### config.mk
export PLATFORM = sky130hd
export DESIGN_NAME = stamp_capture
export DESIGN_NICKNAME = d
export VERILOG_FILES = /design/src/rtl/stamp_capture_pkg.sv /design/src/rtl/stamp_fifo.sv /design/src/rtl/stamp_capture.sv
export SDC_FILE = /design/constraint.sdc
export NUM_CORES = 1
export LEC_CHECK = 0
export BUFFER_PORTS_ARGS = -buffer_cell sky130_fd_sc_hd__buf_2
export CORE_ASPECT_RATIO = 0.75
export CORE_MARGIN = 5
export CORE_UTILIZATION = 62
export DETAILED_ROUTE_END_ITERATION = 6
export GPL_ROUTABILITY_DRIVEN = 0
export HOLD_SLACK_MARGIN = 0.02
export PLACE_DENSITY = 0.83
export SETUP_SLACK_MARGIN = 0.3
export SYNTH_ARGS = -nofsm -noshare
export SYNTH_HDL_FRONTEND = slang
export SYNTH_SLANG_ARGS = --single-unit
### constraint.sdc
create_clock -name clk -period 7.7 [get_ports clk]
set_clock_uncertainty 0.2 [all_clocks]
set_input_delay 0.385 -clock clk [delete_from_list [all_inputs] [get_ports clk]]
set_output_delay 0.385 -clock clk [all_outputs]
set_load 0.01 [all_outputs]
### src/rtl/stamp_capture_pkg.sv
// stamp_capture_pkg: shared defaults, channel encoding and the stamp-entry layout
// for the PTP time stamp capture block. A channel tag is {dir, port}; dir=1 is tx.
package stamp_capture_pkg;

   localparam int DEF_NUM_QUEUES  = 8;
   localparam int DEF_STAMP_WIDTH = 64;
   localparam int DEF_FIFO_DEPTH  = 8;

   localparam int CHAN_WIDTH = $clog2(DEF_NUM_QUEUES);

   localparam logic DIR_RX = 1'b0;
   localparam logic DIR_TX = 1'b1;

   // One queued stamp: channel tag above the captured time.
   typedef struct packed {
      logic [CHAN_WIDTH-1:0]      chan;
      logic [DEF_STAMP_WIDTH-1:0] stamp;
   } stamp_entry_t;

   localparam int ENTRY_WIDTH = CHAN_WIDTH + DEF_STAMP_WIDTH;

   // Direction of a channel index: the upper half of the channels are tx strobes.
   function automatic logic chan_dir(input int chan, input int num_queues);
      return (chan >= num_queues / 2) ? DIR_TX : DIR_RX;
   endfunction

endpackage

### src/rtl/stamp_fifo.sv
// stamp_fifo: parameterised first-word-fall-through FIFO. The head entry is
// visible on pop_data whenever empty=0. A push while full is accepted only if a
// pop happens in the same cycle, leaving the occupancy unchanged.
// DEPTH must be a power of two and at least 2 so the pointers wrap naturally.
module stamp_fifo
   import stamp_capture_pkg::*;
#(
   parameter int WIDTH = ENTRY_WIDTH,
   parameter int DEPTH = DEF_FIFO_DEPTH
) (
   input  logic             clk,
   input  logic             reset,
   input  logic             push,
   input  logic [WIDTH-1:0] push_data,
   input  logic             pop,
   output logic [WIDTH-1:0] pop_data,
   output logic             full,
   output logic             empty
);

   localparam int AW = $clog2(DEPTH);

   logic [WIDTH-1:0] mem [DEPTH];
   logic [AW-1:0]    wr_ptr;
   logic [AW-1:0]    rd_ptr;
   logic [AW:0]      count;
   logic             do_push;
   logic             do_pop;

   assign empty    = (count == '0);
   assign full     = (count == (AW + 1)'(DEPTH));
   assign do_pop   = pop & ~empty;
   assign do_push  = push & (~full | do_pop);
   assign pop_data = mem[rd_ptr];

   // Storage, pointers and occupancy; storage is cleared so the head reads zero after reset.
   always_ff @(posedge clk) begin
      if (reset) begin
         wr_ptr <= '0;
         rd_ptr <= '0;
         count  <= '0;
         for (int i = 0; i < DEPTH; i++) begin
            mem[i] <= '0;
         end
      end else begin
         if (do_push) begin
            mem[wr_ptr] <= push_data;
            wr_ptr      <= wr_ptr + 1'b1;
         end
         if (do_pop) begin
            rd_ptr <= rd_ptr + 1'b1;
         end
         count <= count + {{AW{1'b0}}, do_push} - {{AW{1'b0}}, do_pop};
      end
   end

endmodule

### src/rtl/stamp_capture.sv
// stamp_capture: latches the nanosecond counter on rising edges of the per-port
// rx/tx start-of-frame strobes, holds one stamp per channel, and round-robins
// the held stamps into a FWFT output FIFO tagged with {dir, port}.
// Build option: define STAMP_CAPTURE_LATENCY_COMP_EN to subtract RX_LATENCY_NS
// from rx stamps and add TX_LATENCY_NS to tx stamps at capture time.
//
// Output handshake: stamp_valid means the head entry on stamp_data/stamp_chan is
// present; the entry is consumed in any cycle where stamp_valid and stamp_ready
// are both high, and the next entry (if any) is shown the following cycle.
module stamp_capture
   import stamp_capture_pkg::*;
#(
   parameter int                     NUM_QUEUES    = DEF_NUM_QUEUES,
   parameter int                     STAMP_WIDTH   = DEF_STAMP_WIDTH,
   parameter int                     FIFO_DEPTH    = DEF_FIFO_DEPTH,
   parameter logic [STAMP_WIDTH-1:0] RX_LATENCY_NS = '0,
   parameter logic [STAMP_WIDTH-1:0] TX_LATENCY_NS = '0
) (
   input  logic                          clk,
   input  logic                          reset,
   input  logic [STAMP_WIDTH-1:0]        counter_val,
   input  logic [NUM_QUEUES/2-1:0]       valid_rx,
   input  logic [NUM_QUEUES/2-1:0]       valid_tx,
   output logic                          stamp_valid,
   input  logic                          stamp_ready,
   output logic [STAMP_WIDTH-1:0]        stamp_data,
   output logic [$clog2(NUM_QUEUES)-1:0] stamp_chan,
   output logic [NUM_QUEUES-1:0]         overflow,
   input  logic                          overflow_clr
);

   localparam int CW = $clog2(NUM_QUEUES);
   localparam int EW = CW + STAMP_WIDTH;

   // Edge detection: rx ports occupy channels 0..N/2-1, tx ports the upper half.
   logic [NUM_QUEUES-1:0]  strobe;
   logic [NUM_QUEUES-1:0]  strobe_d1;
   logic [NUM_QUEUES-1:0]  event_vec;

   // Stage 1 holding registers, one per channel.
   logic [STAMP_WIDTH-1:0] cap_val   [NUM_QUEUES];
   logic [STAMP_WIDTH-1:0] hold_data [NUM_QUEUES];
   logic [NUM_QUEUES-1:0]  hold_full;
   logic [NUM_QUEUES-1:0]  overrun_vec;

   // Stage 2 arbiter.
   logic [CW-1:0]          ptr;
   logic [CW-1:0]          cand;
   logic [CW-1:0]          grant_idx;
   logic                   grant_any;
   logic [NUM_QUEUES-1:0]  grant_vec;

   // Output FIFO.
   logic [EW-1:0]          push_data;
   logic [EW-1:0]          head;
   logic                   fifo_full;
   logic                   fifo_empty;
   logic                   pop;

   assign strobe    = {valid_tx, valid_rx};
   assign event_vec = strobe & ~strobe_d1;

   // Value written into a holding register when its channel sees an edge.
`ifdef STAMP_CAPTURE_LATENCY_COMP_EN
   always_comb begin
      for (int c = 0; c < NUM_QUEUES; c++) begin
         if (chan_dir(c, NUM_QUEUES) == DIR_TX) begin
            cap_val[c] = counter_val + TX_LATENCY_NS;
         end else begin
            cap_val[c] = counter_val - RX_LATENCY_NS;
         end
      end
   end
`else
   logic unused_latency;
   assign unused_latency = ^{RX_LATENCY_NS, TX_LATENCY_NS};

   always_comb begin
      for (int c = 0; c < NUM_QUEUES; c++) begin
         cap_val[c] = counter_val;
      end
   end
`endif

   // Round-robin search starting at ptr; no grant while the FIFO is full.
   always_comb begin
      grant_any = 1'b0;
      grant_idx = '0;
      cand      = '0;
      for (int i = 0; i < NUM_QUEUES; i++) begin
         cand = CW'((int'(ptr) + i) % NUM_QUEUES);
         if (!grant_any && hold_full[cand] && !fifo_full) begin
            grant_any = 1'b1;
            grant_idx = cand;
         end
      end
   end

   assign grant_vec   = grant_any ? (NUM_QUEUES'(1) << grant_idx) : '0;
   // A drain in the same cycle frees the register, so only an undrained full register overruns.
   assign overrun_vec = event_vec & hold_full & ~grant_vec;
   assign push_data   = {grant_idx, hold_data[grant_idx]};

   // Edge history, holding registers, sticky overflow flags and the arbiter pointer.
   // During reset the edge history follows the strobes, so a level held across
   // reset is not mistaken for a new start-of-frame.
   always_ff @(posedge clk) begin
      if (reset) begin
         strobe_d1 <= strobe;
         hold_full <= '0;
         overflow  <= '0;
         ptr       <= '0;
         for (int c = 0; c < NUM_QUEUES; c++) begin
            hold_data[c] <= '0;
         end
      end else begin
         strobe_d1 <= strobe;
         for (int c = 0; c < NUM_QUEUES; c++) begin
            if (event_vec[c]) begin
               hold_data[c] <= cap_val[c];
            end
         end
         hold_full <= (hold_full & ~grant_vec) | event_vec;
         overflow  <= (overflow & ~{NUM_QUEUES{overflow_clr}}) | overrun_vec;
         if (grant_any) begin
            ptr <= CW'((int'(grant_idx) + 1) % NUM_QUEUES);
         end
      end
   end

   assign pop = ~fifo_empty & stamp_ready;

   stamp_fifo #(
      .WIDTH (EW),
      .DEPTH (FIFO_DEPTH)
   ) u_fifo (
      .clk       (clk),
      .reset     (reset),
      .push      (grant_any),
      .push_data (push_data),
      .pop       (pop),
      .pop_data  (head),
      .full      (fifo_full),
      .empty     (fifo_empty)
   );

   assign stamp_valid = ~fifo_empty;
   assign stamp_chan  = head[EW-1 -: CW];
   assign stamp_data  = head[STAMP_WIDTH-1:0];

endmodule

==> impl_results.md <==
* Outcome: finished clean
* Ys Warns at 0
* Arrival time at the worst endpoint at 6510 ps
* CTS root buf: clkbuf_16
* EDFF count, synth at approximately 1,000
* Clock sinks at roughly 1,100
* CP Capture Type: flip-flop
* # port buffers at 151
* Slowest CP cell: dfxtp_1
* Minimum clock period at roughly 6300 ps
* Startpoint Class: flip-flop
* Worst Path Required at 7890 ps
* Worst slew margin at 0.2071
* Initial cell density of the core at 0.6227
* HPWL after DPL at between 70,000 and 80,000 um
* MaxCap Viol Count at 0
* Final count of hold timing violations at 0
* Largest cells by area after synthesis: edfxtp_1, nor2_1, mux4_2
* Hold Buf Count CTS at 47
* Sequential area share after synthesis at 0.6762
* Crit-path cells: inv_1, ha_1, mux4_2, mux2i_1, nand2b_1, nand2_1, nor3_1, a32o_1, inv_2, nor3_4, buf_4, nand3_1, nand4_1, nor2_1
* Number of routed nets with antenna violations at 0
* Top_reg_cell synth: edfxtp_1
* F_max at roughly 0.16 GHz
* H-tree levels at 3
* Core footprint at 76,630 sq um
* Clock latency on the worst-skew pair at 680 ps
* Slew Viols, Final at 0
* Share of the synthesized area in the top cell type at 0.6594
* CTS tree: built
* Post-synth cell types at 59
* Min-delay worst type: input port to flip-flop
* RSZ-0062 raised after global routing: no
* Antenna violations before repair at 6
* DR WL/cell at between 20 and 30 um
* Post-synth ARST share at 0
* Vias/cell at 6.701
* I/O Pins at 152
* Residual DRC at 0
* Worst-Margin Slew at 1189 ps
* Fillcell total at 4,982
* Final WL at 134,600 um
* Area growth syn-to-layout at 11.35%
* CTS Buf Count at 100
* Crit Path Category: flip-flop to flip-flop
* Register bit total from synthesis at roughly 1,100
* Cells after Synth at between 3,000 and 4,000
* Largest net degree at the start of global routing at 186
* Initial DRC count at 5,742
* CTS clk-pin slew, worst paths at roughly 60 ps
* Die area at 82,680 sq um
* Fin nets at 3,874
* Die X at between 300 and 400 um
* Post-Syn Nets at 3,812
* Die Span Y at ~250 um
* CTS resizes at 0
* CP max stage delay at 820 ps
* Vias at 32,870
* Area of the multi-input gates at 14,210 sq um
* Register area at 32,280 sq um
* Clock Tree Buf Depth at 3
* Global route total overflow at 0
* Post-Synthesis Cell Area at 47,720 sq um
* Final setup vio count at 0
* GRT Total Usage at 0.3244
* Area leader, netlist: edfxtp_1
* Tcrit/Tclk final at 0.8212
* Critical Path Fanout Max at 17
* Commonest cells in the netlist: edfxtp_1, nor2_1, nand3_1, o21ai_0, clkbuf_1
* Mapped Avg Cell Area at 12.81 sq um
* Most common cell in the netlist: edfxtp_1
* Setup TNS at 0 ps
* Post-CTS setup buffer count at 0
* First drt pass iteration count at 7
* Vias in the first global route at ~33,000
* Share of layout cells above drive strength 1 at 0.1730
* Core Rows at slightly below 90
* First-pass GRT wire length at 202,800 um
## path summary, 6_finish.rpt
kind	slack (ps)	end	startpoint	cells past startpoint
min reg2reg	280	overflow[7]$_SDFF_PP0_	overflow[7]$_SDFF_PP0_	2
max reg2reg	1380	u_fifo.mem[2][58]$_SDFFCE_PN0P_	ptr[1]$_SDFFE_PP0P_	14
min	30	hold_data[4][5]$_SDFFCE_PN0P_	counter_val[5]	3
max	1380	u_fifo.mem[2][58]$_SDFFCE_PN0P_	ptr[1]$_SDFFE_PP0P_	14
## per-layer routing
metal | vias up | track usage | part of all wire
met3 | 421 | 0.09408 | 0.15
met1 | 15990 | 0.4451 | 0.35
li1 | 13710 | - | -
met5 | - | 0 | 0.00041
met4 | 8 | 0.1313 | 0.045
met2 | 2741 | 0.4969 | 0.46
## final cells by class
| type | instances | area share |
|---|---|---|
| repair buffers | 260 | 0.03518 |
| clock buffers | 141 | 0.05213 |
| diodes | 2 | 0.00009418 |
| inverters | 78 | 0.005510 |
| well taps | 1035 | 0.02437 |
| clock inverters | 43 | 0.007723 |
| flip-flops and latches | 1088 | 0.6075 |
| multi-input cells | 2258 | 0.2675 |
## flip-flops by register name, indices dropped and copies added (netlist names), named ones only
signal / cells
ptr: 3
u_fifo.wr_ptr: 3
hold_data: 512
u_fifo.count: 4
u_fifo.mem: 536
u_fifo.rd_ptr: 3
overflow: 8
strobe_d1: 8
hold_full: 8
## cells in the final DEF (no fill, tap or decap), types with 6 or more instances in the layout
master	instances
mux2_2	74
nand4_1	16
mux2i_1	11
buf_4	49
dfxtp_1	37
or3b_2	7
dlygate4sd3_1	47
nand2b_4	22
nor3_1	8
nand3_1	516
o31ai_1	9
a21oi_1	22
o21ai_0	261
clkinv_2	11
buf_12	14
edfxtp_1	1048
nand4_2	51
nor2_1	939
clkbuf_16	103
inv_1	76
clkbuf_1	33
nand2_1	31
nand2b_1	71
clkinv_1	14
mux4_2	142
buf_2	150
bufinv_16	6
ha_1	11
## cell families (layout without fill, tap and decap cells)
family / Yosys count / in the layout / share of synthesized area
AND/OR/NAND/NOR: 1685 / 1685 / 0.1636
buffers and inverters: 378 / 522 / 0.03175
XOR/XNOR: 9 / 9 / 0.001809
multiplexers: 228 / 228 / 0.08702
adder cells (fa/ha/maj): 12 / 12 / 0.003304
other: 0 / 2 / 0
flip-flops: 1088 / 1088 / 0.6762
AO/OA/AOI/OAI: 324 / 324 / 0.03626
## worst max-delay path, delay by kind of cell, from the launching register on
kind | cells | cell delay (ps)
adders and majority gates | 1 | 700
buffers and inverters | 3 | 760
muxes | 2 | 850
AOI/OAI and AO/OA | 1 | 720
and+or+nand+nor | 7 | 1960
DFF | 1 | 820
## per-stage QoR
| step | utilization | hold WS [ps] | setup slack, ps | instances | instance area, sq um |
|---|---|---|---|---|---|
| after CTS | 0.6934 | 22.01 | 1611 | 4903 | 53130 |
| after global placement | 0.6457 | 255.8 | 1740 | 4672 | 49480 |
| after detailed placement | 0.6457 | 260.0 | 1672 | 4672 | 49480 |
| after floorplan | - | 212.7 | 2253 | 3724 | 47720 |
| final | 0.6934 | 29.75 | 1377 | 4905 | 53140 |
| after global routing | 0.6934 | 67.54 | 1179 | 4905 | 53140 |
Power is not shown: default switching activity piles up to over one toggle a cycle in this logic, so the estimate is an artifact.
